<file path="src/rtl/instr_fetch_ctrl.sv">
// Fetch sequencer for a synchronous instruction ROM with a one-cycle read.
// Owns the PC and presents each instruction with its PC over valid/stall.
module instr_fetch_ctrl #(
  parameter int ADDR_W    = 8,
  parameter int INSTR_W   = 8,
  parameter int RESET_PC  = 0,
  parameter int LAST_ADDR = 255
) (
  input  logic               Clock,
  input  logic               Reset,
  input  logic               Start,
  input  logic               Stall,
  input  logic               Halt,
  input  logic               Redirect,
  input  logic [ADDR_W-1:0]  RedirectAddr,
  output logic [ADDR_W-1:0]  RomAddress,
  input  logic [INSTR_W-1:0] RomData,
  output logic [INSTR_W-1:0] Instruction,
  output logic [ADDR_W-1:0]  InstrPC,
  output logic               InstrValid,
  output logic               Busy,
  output logic               Done
);

  localparam logic [ADDR_W-1:0] PC_RST = ADDR_W'(RESET_PC);
  localparam logic [ADDR_W-1:0] PC_END = ADDR_W'(LAST_ADDR);
  localparam logic [ADDR_W-1:0] PC_ONE = ADDR_W'(1);

  typedef enum logic [1:0] {
    S_IDLE,
    S_RUN,
    S_HALTED,
    S_DONE
  } state_t;

  state_t            state_q, state_d;
  logic [ADDR_W-1:0] pc_q, pc_d;
  logic [ADDR_W-1:0] pend_q, pend_d;
  logic              pending_q, pending_d;

  logic run;
  logic valid;
  logic accept;
  logic held;

  assign run    = state_q == S_RUN;
  assign valid  = run & pending_q & ~Redirect;
  assign accept = valid & ~Stall;
  assign held   = run & pending_q & Stall;

  assign InstrValid  = valid;
  assign Instruction = valid ? RomData : '0;
  assign InstrPC     = pend_q;
  assign Busy        = run;
  assign Done        = state_q == S_DONE;

  // A held instruction is re-read so RomData stays stable under stall.
  always_comb begin
    RomAddress = pc_q;
    if (run && Redirect) begin
      RomAddress = RedirectAddr;
    end else if (held) begin
      RomAddress = pend_q;
    end
  end

  always_ff @(posedge Clock) begin
    if (Reset) begin
      state_q   <= S_IDLE;
      pc_q      <= PC_RST;
      pend_q    <= PC_RST;
      pending_q <= 1'b0;
    end else begin
      state_q   <= state_d;
      pc_q      <= pc_d;
      pend_q    <= pend_d;
      pending_q <= pending_d;
    end
  end

  always_comb begin
    state_d   = state_q;
    pc_d      = pc_q;
    pend_d    = pend_q;
    pending_d = pending_q;
    unique case (state_q)
      S_IDLE, S_DONE: begin
        if (Start) begin
          state_d   = S_RUN;
          pending_d = 1'b1;
          pend_d    = PC_RST;
          pc_d      = PC_RST + PC_ONE;
        end
      end
      S_HALTED: begin
        if (Start) begin
          state_d   = S_RUN;
          pending_d = 1'b1;
          pend_d    = pc_q;
          pc_d      = pc_q + PC_ONE;
        end
      end
      S_RUN: begin
        if (Halt) begin
          state_d   = S_HALTED;
          pending_d = 1'b0;
          if (Redirect) begin
            pc_d = RedirectAddr;
          end else if (accept || !pending_q) begin
            pc_d = pc_q;
          end else begin
            pc_d = pend_q;
          end
        end else if (Redirect) begin
          pending_d = 1'b1;
          pend_d    = RedirectAddr;
          pc_d      = RedirectAddr + PC_ONE;
        end else if (accept && pend_q == PC_END) begin
          // Park the PC at the restart address so Start re-issues it.
          state_d   = S_DONE;
          pending_d = 1'b0;
          pc_d      = PC_RST;
        end else if (held) begin
          pc_d = pc_q;
        end else begin
          pending_d = 1'b1;
          pend_d    = pc_q;
          pc_d      = pc_q + PC_ONE;
        end
      end
      default: begin
        state_d = S_IDLE;
      end
    endcase
  end

endmodule

</file>
<file path="config.mk">
export PLATFORM = sky130hd
export DESIGN_NAME = instr_fetch_ctrl
export DESIGN_NICKNAME = d
export VERILOG_FILES = /design/src/rtl/instr_fetch_ctrl.sv
export SDC_FILE = /design/constraint.sdc
export NUM_CORES = 1
export LEC_CHECK = 0
export ABC_AREA = 1
export CORE_MARGIN = 5
export CORE_UTILIZATION = 54
export CTS_BUF_LIST = sky130_fd_sc_hd__clkbuf_8
export CTS_CLUSTER_SIZE = 12
export DETAILED_ROUTE_END_ITERATION = 12
export PLACE_DENSITY = 0.88
export SETUP_SLACK_MARGIN = 0.4
export SYNTH_ARGS = -nofsm -noshare
export SYNTH_HDL_FRONTEND = slang
export SYNTH_SLANG_ARGS = --single-unit
</file>
<file path="constraint.sdc">
create_clock -name Clock -period 2.5 [get_ports Clock]
set_clock_uncertainty 0.05 [all_clocks]
set_input_delay 0.5 -clock Clock [delete_from_list [all_inputs] [get_ports Clock]]
set_output_delay 0.5 -clock Clock [all_outputs]
set_load 0.05 [all_outputs]
</file>
Word level (Yosys, flattened, before mapping)
Cells that the tools add are included.

storage, ports and cells
  bits in registers = 19
  input bits = 22
  output and inout bits = 27
  logic and storage cells = 65

cells by class
  add/sub/neg operators = 2
  equality and inequality tests = 13
  multiplexer cells = 29
  bitwise gates (word level) = 6
  reductions and logical operators = 11

operators by type and width
  kind                                                                    number
  8-bit 2-to-1 mux                                                        16
  8-bit case mux with 3 select lines                                      2
  8-bit by 1-bit adder with 8-bit output (second input constant)          2
  8-bit equality test (second input constant)                             1
  2-bit 2-to-1 mux                                                        4
  4-bit AND reduction                                                     2
  2-bit != test (second input constant)                                   3
  3-bit != test (second input constant)                                   2
  1-bit 2-to-1 mux                                                        5
  5-bit by 4-bit != test with 1-bit output (second input constant)        1
  1-bit bitwise AND                                                       4
  2-bit equality test (second input constant)                             2
  4-bit != test (second input constant)                                   1
  2-bit case mux with 2 select lines                                      1
  3-bit by 2-bit != test with 1-bit output (second input constant)        1
  3-bit AND reduction                                                     1
  3-bit OR reduction                                                      1
  2-bit by 1-bit equality test with 1-bit output (second input constant)  1
  1-bit logical AND                                                       2
  2-bit logical NOT                                                       1
  2-bit by 1-bit != test with 1-bit output (second input constant)        1
  1-bit NOT                                                               2
  1-bit case mux with 2 select lines                                      1
  2-bit AND reduction                                                     1
  3 further kinds                                                         3

Longest topological paths before layout
  word-level depth = 9
  gate-level depth with buffers = 13
  gate-level depth less buffers = 12

Least setup slack after synthesis
Ideal clock, no wire load.

  path type = reg2out
  start = register state_q[1]
  end = output port RomAddress[1]
  arrival time = 2.640 ns
  path slack = -0.690 ns
  cell stages (with the launch flop) = 9
  buffers on the path = 2
  cell sequence = dfxtp_1 -> inv_1 -> ha_1 -> buf_6 -> nand3_4 -> buf_6 -> nand2_1 -> o21ai_1 -> o21ai_0

on the way
  cells in the longest elaborated chain, start to end = 5
  elaborated cells on any way between the ends = 6
  those cells by class = 1 x eq/ne; 2 x mux; 2 x bitwise; 1 x reduce/logical

RTL lines
  what                                                line  source
  start, declared                                     36    state_t state_q, state_d;
  start signal, assigned                              74    state_q <= state_d;
  2-bit by 1-bit equality test with 1-bit output (*)  46    assign run = state_q == S_RUN;
  via Busy                                            21    output logic Busy,
  1-bit bitwise AND (2 in series)                     49    assign held = run & pending_q & Stall;
  8-bit 2-to-1 mux                                    n/a
  8-bit 2-to-1 mux (*)                                60    if (run && Redirect) begin
  end, declared                                       16    output logic [ADDR_W-1:0] RomAddress,

Mark *: on every way through the listed nets, which the timed path passes. The rest lies on a longest branch.

Worst setup path after layout
  start = register state_q[1]
  end = output port RomAddress[7]

on the way
  cells in the longest elaborated chain, start to end = 5
  elaborated cells on any way between the ends = 6
  those cells by class = 1 x eq/ne; 2 x mux; 2 x bitwise; 1 x reduce/logical

RTL lines
  what                                                line
  2-bit by 1-bit equality test with 1-bit output (*)  46
  1-bit bitwise AND (2 in series)                     49
  8-bit 2-to-1 mux                                    n/a
  8-bit 2-to-1 mux (*)                                60

Mark *: on every way between the ends. The rest lies on a longest branch, timed or not.

==> impl_metrics.csv <==
group,metric,value,unit
clocking,h-tree-depth,1,
sta,tns,0,ns
logic_synthesis,yosysWarnings,0,
die,fp.coreArea,0.003337,sq mm
sta,hold_violations,0,
run,drv_cap,0,
die,start_util,0.5538,
sta,relSlewSlack,0.5401,
pwr,powerDensity,412.9,mW/mm^2
grt,overflow,0,
critical_path,worstPathRequired,1.95,ns
min_path,hold_path_depth,2,
grt,track_usage,0.3190,
pwr,leakage,1.381,nW
placement,pre_cts_ws,0.08873,ns
drt,drc,0,
sta,drv_slew,0,
logic_synthesis,ys_top_cells_by_area,"nand2_1, dfxtp_1, inv_1",
logic_synthesis,synth_top_cell_area_share,0.2153,
grt,grt_max_degree,20,
sta,setup_viol,0,
sta,fin_crit,2.214,ns
sta,setup_ws,0.2864,ns
placement,place_congestion,0.9827,
drt,viasPerCell,6.045,
critical_path,r2r_cells,12,
pwr,ir_worst_vdd,0.0004244,V
drt,vias,2575,
die,die_w,68.50,microns
pwr,p_comb_frac,0.528,
die,die_y,68.50,microns
pwr,power.share.switching,0.4359,
sta,timing.final.crit_share,0.8854,
pwr,p_clk_frac,0.183,
drt,ant_nets,0,
logic_synthesis,synth_area_leader_cell,"nand2_1",
drt,drtPass1Iterations,7,
critical_path,cp_max_fo,6,
logic_synthesis,syn_area_per_cell,5.793,sq um
logic_synthesis,synth_seq_cells,19,
grt,grt_pass1_wl,11270,microns
pwr,seq_power_share,0.290,
clocking,clock-sinks,19,
grt,grt_pass1_vias,2497,
pwr,p_switching,0.5200,mW
placement,detailed_place_hpwl,4921,microns
logic_synthesis,synth_cells,319,
logic_synthesis,ys_types,32,
critical_path,path_class,"flip-flop to output pin",
die,io_pins,49,
sta,rsz0062_at_grt,"true",
sta,tightest_slew,0.6878,ns
finish,num_antenna_cells,0,
die,fp.dieArea,0.004692,sq mm
pwr,p_int,0.6730,mW
clocking,ctsRootBufferMaster,"clkbuf_8",
min_path,holdCritPathClass,"flip-flop to flip-flop",
finish,area_growth,56.33,%
clocking,cts_tree,"yes",
finish,final_nets,409,
clocking,clock_latency,0.26,ns
finish,drive_above_1_share,0.2289,
logic_synthesis,synth-seq-area-share,0.2058,
critical_path,endpoint_kind,"output pin",
drt,routed_wl,7413,microns
drt,wl_per_cell,17.40,microns
sta,fmax,0.4518,GHz
clocking,clk_path_buf_depth,2,
clocking,numCtsBuffers,3,
critical_path,startpoint_type,"flip-flop",
placement,portBuffers,48,
status,status,"finished clean",
clocking,cts.clk_slew.worst_paths,0.08,ns
critical_path,worstPathArrival,1.66,ns
logic_synthesis,syn_area,0.001848,sq mm
grt,grt_antenna_before_repair,0,
die,placementRows,21,
drt,drtIter0Drc,393,
logic_synthesis,syn-num-nets,347,
[worst max-delay path, stage by stage, from the launching register on]
cell and delay, ns:
dfxtp_2 0.33, inv_2 0.08, ha_4 0.21, nand3_2 0.18
o21ai_0 0.23, buf_4 0.16, o21ai_4 0.06, buf_12 0.15
[metal layers]
metal | global-route usage | part of all wire | vias up
met5 | 0 | 0 | -
met4 | 0.1836 | 0.062 | 0
met3 | 0.07942 | 0.12 | 74
met2 | 0.5256 | 0.46 | 223
met1 | 0.3729 | 0.36 | 1127
li1 | - | - | 1151
[final timing paths]
| path | from | slack, ns | end |
|---|---|---|---|
| setup / recovery | state_q[1] | 0.29 | RomAddress[7] |
| hold reg to reg | pc_q[4] | 0.44 | pc_q[4] |
| hold / removal | pc_q[4] | 0.44 | pc_q[4] |
| setup reg to reg | state_q[1] | 0.42 | pc_q[2] |
[cell usage in the layout (no fill, tap or decap), types with 8 or more instances in the layout]
| cell type | count |
|---|---|
| nor2_1 | 25 |
| inv_1 | 40 |
| a21oi_1 | 18 |
| buf_4 | 11 |
| o21ai_0 | 18 |
| nand2_2 | 8 |
| nand2_1 | 100 |
| buf_12 | 17 |
| dfxtp_1 | 16 |
| clkdlybuf4s50_1 | 19 |
| nor2_4 | 8 |
| nand3_1 | 19 |
[logic make-up (layout without fill, tap and decap cells)]
logic type      count (synthesis)  in the layout  share of synthesized area
fa+ha+maj                       6              6                    0.04062
flops                          19             19                     0.2058
buf+inv                        51            110                     0.1144
simple gates                  176            178                     0.4333
compound gates                 64             64                     0.1916
xor+xnor                        3              3                    0.01422
[stage by stage]
| step | hold slack, ns | cells | total power, mW | util | cell area, sq um |
|---|---|---|---|---|---|
| after CTS | 0.4408 | 425 | 1.156 | 0.8470 | 2826 |
| after floorplan | 0.4084 | 319 | 0.6903 | - | 1929 |
| after global placement | 0.4214 | 414 | 0.8949 | 0.7949 | 2653 |
| final | 0.4392 | 426 | 1.193 | 0.8658 | 2889 |
| after detailed placement | 0.4293 | 414 | 0.9041 | 0.7949 | 2653 |
| after global routing | 0.4563 | 426 | 1.235 | 0.8658 | 2889 |
[area by class of cell]
class                   instances  area [sq um]
clock inverters                 1         5.005
inverters                      44         172.7
repair buffers                 62         775.7
flip-flops and latches         19         384.1
clock buffers                   3         41.29
multi-input cells             251          1453
fillers                       195         447.9
well taps                      46         57.56
[flip-flops by register name, indices dropped and copies added, names as in the netlist]
register	cells
InstrPC	8
pc_q	8
state_q	2
pending_q	1
[power by group through the flow]
stage | logic [mW] | registers (mW) | clock network, mW
global placement | 0.548 | 0.347 | 0
floorplan | 0.335 | 0.356 | 0
detailed placement | 0.556 | 0.348 | 0
global route | 0.660 | 0.347 | 0.228
CTS | 0.595 | 0.344 | 0.216
finish | 0.629 | 0.346 | 0.218
[timing repair]
action | in CTS | in global routing
hold buffers | 0 | 0
endpoints found under the setup margin | 20 | 24
pin swaps | 0 | 6
resized for setup | 28 | 21
buffers inserted | 5 | 1
cloned | 2 | 0
[cells in the mapped netlist]
cell / number
clkinv_2: 1
buf_1: 1
o31ai_1: 1
nand2_4: 1
a21oi_1: 21
o21ai_4: 1
nand3_1: 19
nand2_1: 106
nor2_1: 34
dfxtp_1: 19
nand4_1: 1
xor2_1: 3
o21ai_0: 28
nand3_4: 5
inv_1: 41
nor2_4: 3
a21o_1: 1
o21ai_1: 3
nand2_2: 2
clkbuf_1: 1
buf_6: 2
or2_2: 1
buf_2: 3
ha_1: 6
a211oi_1: 1
a22oi_1: 1
nand3b_1: 1
o22ai_1: 3
inv_2: 2
o211ai_1: 3
nor3_1: 3
a31oi_1: 1
Note: power is estimated with default switching activity, not from simulation.
